<file path="config.mk">
export PLATFORM = sky130hd
export DESIGN_NAME = countdown_ctrl
export DESIGN_NICKNAME = d
export VERILOG_FILES = /design/src/rtl/countdown_pkg.sv /design/src/rtl/countdown_core.sv /design/src/rtl/countdown_ctrl.sv
export SDC_FILE = /design/constraint.sdc
export NUM_CORES = 1
export LEC_CHECK = 0
export CAP_MARGIN = 20
export CORE_MARGIN = 5
export CORE_UTILIZATION = 40
export CTS_BUF_LIST = sky130_fd_sc_hd__clkbuf_16
export CTS_CLUSTER_DIAMETER = 50
export DETAILED_ROUTE_END_ITERATION = 10
export GPL_TIMING_DRIVEN = 0
export PLACE_DENSITY_LB_ADDON = 0.12
export SYNTH_ARGS = -nofsm -noshare
export SYNTH_HDL_FRONTEND = slang
export SYNTH_SLANG_ARGS = --single-unit
</file>
<file path="constraint.sdc">
create_clock -name clk -period 3.2 [get_ports clk]
set_input_delay 0.48 -clock clk [delete_from_list [all_inputs] [get_ports clk]]
set_output_delay 0.48 -clock clk [all_outputs]
set_load 0.01 [all_outputs]
</file>
<file path="src/rtl/countdown_pkg.sv">
// Shared types for the countdown sequencing controller.
package countdown_pkg;

  localparam int STATE_W = 2;

  typedef enum logic [STATE_W-1:0] {
    IDLE  = 2'd0,
    RUN   = 2'd1,
    PAUSE = 2'd2,
    DONE  = 2'd3
  } countdown_state_t;

endpackage

</file>
<file path="src/rtl/countdown_core.sv">
// N-bit count register: synchronous load, saturating decrement, resets to all ones.
module countdown_core #(
  parameter int N = 7
) (
  input  logic         clk,
  input  logic         reset,
  input  logic         load,
  input  logic [N-1:0] load_val,
  input  logic         dec,
  output logic [N-1:0] value
);

  always_ff @(posedge clk or posedge reset) begin
    if (reset) begin
      value <= '1;
    end else if (load) begin
      value <= load_val;
    end else if (dec && (value != '0)) begin
      value <= value - 1'b1;
    end
  end

endmodule

</file>
<file path="src/rtl/countdown_ctrl.sv">
// Button-driven countdown sequencer: edge detect, tick prescaler, IDLE/RUN/PAUSE/DONE FSM.
// All actions land on the edge that samples the button rising; one action per cycle.
module countdown_ctrl
  import countdown_pkg::*;
#(
  parameter int N        = 7,
  parameter int TICK_DIV = 50_000_000
) (
  input  logic                clk,
  input  logic                reset,
  input  logic                start_btn,
  input  logic                pause_btn,
  input  logic                step_btn,
  input  logic [N-1:0]        load_value,
  output logic [N-1:0]        value,
  output logic                zero,
  output logic                busy,
  output logic                done_pulse,
  output logic [STATE_W-1:0]  state_o
);

  localparam int PSC_W = (TICK_DIV <= 1) ? 1 : $clog2(TICK_DIV);
  localparam logic [PSC_W-1:0] PSC_MAX = PSC_W'(TICK_DIV - 1);

  countdown_state_t state, state_nxt;
  logic [PSC_W-1:0] psc, psc_nxt;
  logic             start_prev, pause_prev, step_prev;
  logic             start_edge, pause_edge, step_edge;
  logic             load, dec, done_nxt;

  assign start_edge = start_btn & ~start_prev;
  assign pause_edge = pause_btn & ~pause_prev;
  assign step_edge  = step_btn  & ~step_prev;

  // Action decode; start outranks everything, then pause, step, tick.
  always_comb begin
    load      = 1'b0;
    dec       = 1'b0;
    done_nxt  = 1'b0;
    state_nxt = state;
    psc_nxt   = psc;
    if (start_edge) begin
      load    = 1'b1;
      psc_nxt = '0;
      if (load_value == '0) begin
        state_nxt = DONE;
        done_nxt  = 1'b1;
      end else begin
        state_nxt = RUN;
      end
    end else begin
      unique case (state)
        IDLE: begin
          dec = step_edge;
        end
        RUN: begin
          if (pause_edge) begin
            state_nxt = PAUSE;
          end else if (psc == PSC_MAX) begin
            psc_nxt = '0;
            dec     = 1'b1;
            if (value <= N'(1)) begin
              state_nxt = DONE;
              done_nxt  = 1'b1;
            end
          end else begin
            psc_nxt = psc + 1'b1;
          end
        end
        PAUSE: begin
          if (pause_edge) begin
            state_nxt = RUN;
          end else if (step_edge) begin
            dec = 1'b1;
            if (value <= N'(1)) begin
              state_nxt = DONE;
              done_nxt  = 1'b1;
            end
          end
        end
        DONE: ;
        default: ;
      endcase
    end
  end

  always_ff @(posedge clk or posedge reset) begin
    if (reset) begin
      state      <= IDLE;
      psc        <= '0;
      done_pulse <= 1'b0;
      start_prev <= 1'b0;
      pause_prev <= 1'b0;
      step_prev  <= 1'b0;
    end else begin
      state      <= state_nxt;
      psc        <= psc_nxt;
      done_pulse <= done_nxt;
      start_prev <= start_btn;
      pause_prev <= pause_btn;
      step_prev  <= step_btn;
    end
  end

  countdown_core #(.N(N)) u_core (
    .clk      (clk),
    .reset    (reset),
    .load     (load),
    .load_val (load_value),
    .dec      (dec),
    .value    (value)
  );

  assign zero    = (value == '0);
  assign busy    = (state == RUN);
  assign state_o = state;

endmodule

</file>
# Word level (Yosys, flattened, before mapping)

Cells that the tools add are included.

Bits in latches: 0
Output and inout bits: 12
Bits in registers: 39
Input port bits: 12
Memories kept: 0
Memory bits (read-only): 0
Memory bits (writable): 0

Magnitude comparators: 1
Muxes and demuxes: 29
Equality and inequality tests: 6
Divide/modulo/power cells: 0
Bitwise operators: 6
$add $sub $neg: 2
Reduce and logical (&&, ||, !) cells: 10
Shift operators: 0
Multipliers: 0

Operators by type and width:

| kind                    | count |
|---|---|
| $mux W26                | 4 |
| $add A26 B1 Y26 const B | 1 |
| $eq A26 B26 Y1 const B  | 1 |
| $logic_not A7 Y1        | 2 |
| $mux W2                 | 7 |
| $mux W7                 | 2 |
| $mux W1                 | 13 |
| $le A7 B1 Y1 const B    | 1 |
| $reduce_bool A7 Y1      | 1 |
| $sub A7 B1 Y7 const B   | 1 |
| $ne A4 B1 Y1 const B    | 1 |
| $ne A4 B4 Y1 const B    | 1 |
| $pmux W2 S2             | 1 |
| $reduce_bool A2 Y1      | 2 |
| $and A1 B1 Y1           | 3 |
| $not A1 Y1              | 3 |
| $pmux W1 S3             | 1 |
| $reduce_and A3 Y1       | 1 |
| $reduce_bool A3 Y1      | 1 |
| $eq A2 B1 Y1 const B    | 1 |
| $eq A2 B2 Y1 const B    | 1 |
| $logic_not A2 Y1        | 1 |
| $ne A2 B2 Y1 const B    | 1 |
| $pmux W1 S2             | 1 |
| 2 further kinds         | 2 |

# Logic depth before layout (Yosys ltp)

Gate-level depths: netlist (run 1).

Depth in word-level cells: 9
Mapped depth: 8
Mapped depth without buffers: 8

# By module

A second synthesis (run 1) with hierarchy kept.

Cells, all modules: 259
Area, all modules: 2348.5 sq um

Modules (own cells, without submodules):

| module         | cells an instance | area each (sq um) | instances |
|---|---|---|---|
| countdown_ctrl | 205               | 1868.0            | 1 |
| countdown_core | 54                | 480.5             | 1 |

# Worst setup path after synthesis (run 1)

No wires, ideal clock.

Path kind: reg-to-reg
From: register psc[8]
To: register u_core.value[4]
Library setup time: 0.064 ns
Arrival: 2.031 ns
Path buffers: 1
Setup slack: 1.105 ns
Stages on the path, launching flop included: 8
Data required time: 3.136 ns
Path through: dfrtp_1 -> buf_6 -> nor4b_4 -> nand4_2 -> nor4_4 -> o211ai_2 -> or4b_1 -> nand3_1

Cells in the longest elaborated chain, start to end: 7

Ends and longest elaborated chain:

| what                                | RTL line             | text |
|---|---|---|
| from (decl)                         | countdown_ctrl.sv:26 | `logic [PSC_W-1:0] psc, psc_nxt;` |
| from (signal assigned)              | countdown_ctrl.sv:97 | `psc <= psc_nxt;` |
| $eq A26 B26 Y1                      | countdown_ctrl.sv:59 | `end else if (psc == PSC_MAX) begin` |
| $mux W1                             | countdown_ctrl.sv:59 |  |
| $mux W1                             | countdown_ctrl.sv:57 | `if (pause_edge) begin` |
| $pmux W1 S3                         | countdown_ctrl.sv:52 | `unique case (state)` |
| $mux W1                             | countdown_ctrl.sv:42 | `if (start_edge) begin` |
| $logic_and A1 B1 Y1                 | countdown_core.sv:18 | `end else if (dec && (value != '0)) begin` |
| $reduce_bool A2 Y1 (no source line) | n/a                  |  |
| to (signal assigned)                | countdown_core.sv:17 | `value <= load_val;` |
| to (signal assigned)                | countdown_core.sv:19 | `value <= value - 1'b1;` |
| to (decl)                           | countdown_core.sv:10 | `output logic [N-1:0] value` |

Every way passes these cells.
A chain may end at the register's enable or synchronous reset.

# Final worst setup path (run 1)

From: register u_core.value[2]
To: output port zero

Cells in the longest elaborated chain, start to end: 1

Ends and longest elaborated chain:

| what             | RTL line              | text |
|---|---|---|
| $logic_not A7 Y1 | countdown_ctrl.sv:114 | `assign zero = (value == '0);` |
| to (decl)        | countdown_ctrl.sv:16  | `output logic zero,` |

Every way passes these cells.

==> results.tsv, run 1 <==
metric	value	unit
place_inst	331	
worst_clock_skew	0.005552	ns
arrival	2.10	ns
cp_max_fo	7	
sequentialPowerShare	0.419	
syn_avg_cell_area	9.384	um2
postCtsHoldBufs	0	
grt_usage	0.1507	
leakagePower	1.092	nW
antenna_found_initial	0	
final_max_slew_viol_count	0	
clkSlewWorstSetupHoldPaths	0.06	ns
yosysWarnings	0	
multi_input_comb_area	1174	um2
intPower	0.9967	mW
numCtsBuffers	5	
drt_iter0_markers	37	
synth_cell_types	45	
worstMarginPinSlew	0.8276	ns
switching_power	0.4461	mW
irDropWorstVdd	0.0003375	V
synthesis.area	2215	um2
ys_seq_area_frac	0.4446	
post-route-drc-count	0	
hold_path_depth	1	
drt_pre_antenna_iters	4	
fin_cells	339	
synth_nets	255	
clock_latency	0.28	ns
layout.nets	285	
place_congestion	0.7542	
drv_cap	0	
hp-class	reg2reg	
finalSetupTns	0	ns
via_per_inst	5.186	
drive_above_1_share	0.08989	
start_util	0.4072	
synthTopCellsByCount	nor2_1, dfrtp_1, nand2_1	
p_sw_frac	0.3092	
grt_pass1_vias	1784	
synth.area.top_cells	dfrtp_1, dfstp_2, xor2_1, nor2_1, nand2_1	
p_per_area	540.1	nW/um2
cts_setup_buffers	0	
seq_area	984.7	um2
fillCellCount	526	
hpwl	3470	um
synth_most_common_cell	nor2_1	
fmax	386.9	MHz
cts_sinks	39	
synthArstFlopShare	1.000	
p_comb_frac	0.254	
max_slew_margin	0.4475	
setup_viol	0	
routedWlPerCell	14.11	um
drtAntennaViolNets	0	
core_area	5439	um2
yosysTopAreaCellShare	0.3616	
htreeDepth	2	
status	complete, no violations	
ys.flop_type	dfrtp_1	
die_h	84.41	um
grt-ovfl-total	0	
die_area	7125	um2
area_growth	20.62	%
diodes	0	
fp.dieW	84.41	um
synth.largest_area_cell	dfrtp_1	
grt_pass1_wl	8645	um
startpoint_type	register	
reg2regPathDepth	7	
syn_inst	236	
clock-root-buffer	clkbuf_16	
rsz0062_at_grt	false	
crit_type	reg2out	
period_share	0.8077	
crit_required	2.72	ns
worst_setup_path_end_kind	output port	
cts_buffer_depth	2	
synth_edf_count	0	
vias	1758	
rows	27	
grt_max_degree	40	
yosys_register_bits	39	
period_needed	2.585	ns
portBuffers	23	
hold_viol_final	0	
cts_resized	0	
power_frac_clock	0.327	
ioPinCount	24	
drt_wl_total	4784	um
cts_tree	yes	
[sequential cells by signal (all words and copies together), names as in the netlist]
signal        cells
start_prev        1
psc              26
state_o           2
done_pulse        1
pause_prev        1
step_prev         1
u_core.value      7
[cell usage in the layout (no fill, tap or decap), types with 3 or more instances in the layout]
| cell type | instances |
|---|---|
| xor2_1 | 15 |
| nor3_1 | 10 |
| nand2_1 | 26 |
| a21oi_1 | 7 |
| clkbuf_1 | 4 |
| dfstp_2 | 7 |
| o31ai_1 | 5 |
| o21ai_0 | 10 |
| dfrtp_1 | 32 |
| xnor2_1 | 8 |
| clkdlybuf4s50_1 | 23 |
| ha_1 | 7 |
| and4_1 | 3 |
| nand4_1 | 9 |
| inv_1 | 8 |
| clkbuf_16 | 5 |
| nor2_1 | 34 |
| nand3_1 | 12 |
| nor2b_1 | 4 |
| nand2b_1 | 3 |
[routing by layer]
layer	track usage	up-vias	wire length (um)
met5	0	-	0
met4	0.05612	0	91
met3	0.03533	10	154
met2	0.2331	26	2148
met1	0.2056	828	2390
li1	-	894	-
[worst paths after layout]
| kind | slack, ns | endpoint | from |
|---|---|---|---|
| setup reg to reg | 0.85 | psc[4] | psc[8] |
| setup / recovery | 0.62 | zero | u_core.value[2] |
| max in group asynchronous | 1.99 | psc[15] | reset |
| hold reg to reg | 0.52 | psc[20] | psc[20] |
| min in group asynchronous | 0.68 | psc[24] | reset |
| hold / removal | 0.52 | psc[20] | psc[20] |
[power by group through the flow]
stage | logic (mW) | clock network, mW | registers, mW
CTS | 0.373 | 0.484 | 0.605
finish | 0.367 | 0.471 | 0.604
detailed placement | 0.371 | 0 | 0.611
global placement | 0.366 | 0 | 0.611
global route | 0.418 | 0.510 | 0.615
floorplan | 0.214 | 0 | 0.614
[metrics by stage]
| step | setup slack (ns) | power [mW] | instance area [um2] | hold WS, ns | utilization |
|---|---|---|---|---|---|
| after floorplan | 1.105 | 0.8279 | 2215 | 0.4517 | - |
| after global placement | 0.6800 | 0.9769 | 2535 | 0.4998 | 0.4661 |
| after detailed placement | 0.6826 | 0.9819 | 2535 | 0.5040 | 0.4661 |
| after CTS | 0.6158 | 1.461 | 2671 | 0.5117 | 0.4911 |
| final | 0.6153 | 1.443 | 2671 | 0.5163 | 0.4911 |
| after global routing | 0.5115 | 1.543 | 2671 | 0.5365 | 0.4911 |
[cells by family after synthesis]
group                    count (synthesis)  share of synthesized area
flip-flops                              39                     0.4446
buffers and inverters                   13                    0.02542
AO/OA/AOI/OAI                           34                     0.1040
XOR/XNOR                                23                    0.09096
adder cells (fa/ha/maj)                  7                    0.03955
AND/OR/NAND/NOR                        120                     0.2955
[cell type report]
class | count | share of cell area
sequential | 39 | 0.3686
clock inverter | 3 | 0.004215
buffer | 5 | 0.009836
tap | 72 | 0.03372
inverter | 8 | 0.01124
timing repair buffer | 23 | 0.08618
clock buffer | 5 | 0.04684
multi-input combinational | 184 | 0.4393
[worst max-delay path: stages (launching register included)]
cell and delay, ns:
dfstp_2 0.40, or4_1 0.60, nor3b_2 0.24, clkdlybuf4s50_1 0.58
No activity file was read; power rests on OpenSTA's default activity.
==> run 2, diff against run 1 <==
Clock period 3.2 ns to 2.4 ns, I/O delays scaled along.
==> run 2 against run 1 <==
Effect of this change:
- register-to-register slack got worse by 0.74 ns
- flip-flop and latch count unchanged
- combinational power grew 37%
- utilization grew 0.32 points
- critical path type is now reg2reg
- setup slack worse by 0.51 ns
- critical path depth is 4 higher
- global-route usage unchanged
- highest routed layer unchanged
- first-iteration DRC count increased by 5.4%
- sequential share of layout area decreased by 0.24 points
==> results.tsv, run 2 (synthesized netlist as in run 1, its figures left out) <==
metric	value	unit	change
clock_latency	0.28	ns	about the same
place_inst	331		unchanged
fp.dieW	84.41	um	unchanged
rsz0062_at_grt	true		
worst_clock_skew	0.004560	ns	-0.0009916 ns
power_frac_clock	0.323		-0.004
drt_pre_antenna_iters	4		unchanged
arrival	2.51	ns	+0.41 ns
antenna_found_initial	0		unchanged
mostFrequentLayoutCells	nor2_1, dfrtp_1, nand2_1		
setup_viol	0		unchanged
fin_cells	339		unchanged
largest_register	psc		
postPlaceCellArea	2535	um2	unchanged
worst_setup_path_end_kind	register		
leakagePower	1.111	nW	+1.8%
grt-ovfl-total	0		unchanged
startpoint_type	register		
clkSlewWorstSetupHoldPaths	0.06	ns	about the same
cts_buffer_depth	2		unchanged
cts_sinks	39		unchanged
hold_viol_final	0		unchanged
sequentialPowerShare	0.417		-0.002
stdcell_area	2689	um2	+0.66%
clock-root-buffer	clkbuf_16		
vias	1763		+0.28%
routedWlPerCell	14.10	um	-0.10%
largest_register_ffs	26		unchanged
grt_max_degree	40		unchanged
die_area	7125	um2	unchanged
area_growth	21.41	%	
drive_above_1_share	0.1049		+0.01498
ioPinCount	24		unchanged
cp_max_fo	7		unchanged
hp-class	reg2reg		
period_needed	2.294	ns	
diodes	0		unchanged
finalWorstSetupSlack	0.1057	ns	-0.5095 ns
finalSetupTns	0	ns	unchanged
drtAntennaViolNets	0		unchanged
drt_iter0_markers	39		+5.4%
irDropWorstVdd	0.0004263	V	+26%
fillCellCount	521		-0.95%
start_util	0.4072		unchanged
grt_pass1_vias	1784		unchanged
grt_usage	0.1507		unchanged
layout.nets	285		unchanged
cts_tree	yes		
crit_required	2.62	ns	-0.10 ns
status	complete, no violations		
place_congestion	0.7542		unchanged
p_comb_frac	0.260		+0.006
max_slew_margin	0.4448		-0.002658
post-route-drc-count	0		unchanged
cts_setup_buffers	0		unchanged
period_share	0.9559		
fmax	435.9	MHz	
intPower	1.337	mW	+34%
htreeDepth	2		unchanged
worstMarginPinSlew	0.8316	ns	+0.003980 ns
crit_slowest_cell	or4b_1		
crit_chain	buf_6 -> nor4b_4 -> nand4_2 -> nor4_4 -> o211ai_2 -> or4b_1 -> nand3_1		
numCtsBuffers	5		unchanged
die_h	84.41	um	unchanged
critPathBufInv	1		unchanged
crit_family	simple AND/OR/NAND/NOR gates		
drv_cap	0		unchanged
switching_power	0.5961	mW	+34%
postCtsHoldBufs	0		unchanged
via_per_inst	5.201		+0.28%
dp_slack	0.002587	ns	-0.6800 ns
hpwl	3470	um	unchanged
core_area	5439	um2	unchanged
p_sw_frac	0.3085		-0.0007408
final_max_slew_viol_count	0		unchanged
p_per_area	718.8	nW/um2	+33%
grt_pass1_wl	8645	um	unchanged
drt_wl_total	4779	um	-0.10%
crit_type	reg2reg		
portBuffers	23		unchanged
fin_util	0.4944		+0.003221
mostFrequentLayoutCell	nor2_1		
rows	27		unchanged
cp_slowest_stage_delay	0.52	ns	-0.08 ns
## run 2: worst paths after layout
| kind | slack (ns) | cells after the start | endpoint | startpoint |
|---|---|---|---|---|
| hold / removal | 0.52 | 1 | psc[20] | psc[20] |
| hold reg to reg | 0.52 | 1 | psc[20] | psc[20] |
| setup reg to reg | 0.11 | 7 | u_core.value[4] | psc[8] |
| setup / recovery | 0.11 | 7 | u_core.value[4] | psc[8] |
| max in group asynchronous | 1.30 | 2 | psc[15] | reset |
| min in group asynchronous | 0.56 | 2 | psc[24] | reset |
## run 2: timing repair
| action | CTS | global route |
|---|---|---|
| pin swaps | 0 | 1 |
| gates resized for setup | 2 | 5 |
| endpoints found under the setup margin | 2 | 16 |
| endpoints found under the hold margin | 0 | 0 |
## run 2: cell type report
class | count | area, um2 | share of cell area
repair buffers | 23 | 229.0 | 0.08516
plain buffers | 5 | 28.78 | 0.01070
well taps | 72 | 90.09 | 0.03350
multi-input cells | 184 | 1190 | 0.4425
clock inverters | 3 | 11.26 | 0.004188
clock buffers | 5 | 125.1 | 0.04653
inverters | 8 | 30.03 | 0.01117
flip-flops and latches | 39 | 984.7 | 0.3662
## run 2: per-layer routing
layer  GRT usage  vias up  share of wire
li1            -      893              -
met1      0.2056      839           0.50
met2      0.2331       27           0.46
met3     0.03533        4          0.026
met4     0.05612        0         0.0086
met5           0        -              0
## run 2: power by group through the flow
stage          logic (mW)  registers, mW  clock network [mW]
6_report            0.502          0.806               0.625
5_1_grt             0.572          0.821               0.680
4_1_cts             0.496          0.806               0.645
3_5_place_dp        0.495          0.814                   0
3_3_place_gp        0.488          0.815                   0
2_1_floorplan       0.286          0.818                   0
## run 2: through the flow
stage / hold WS, ns / total power, mW
3_3_place_gp: 0.4998 / 1.303
4_1_cts: 0.5117 / 1.947
2_1_floorplan: 0.3914 / 1.104
6_report: 0.5160 / 1.933
3_5_place_dp: 0.5040 / 1.309
5_1_grt: 0.5365 / 2.073
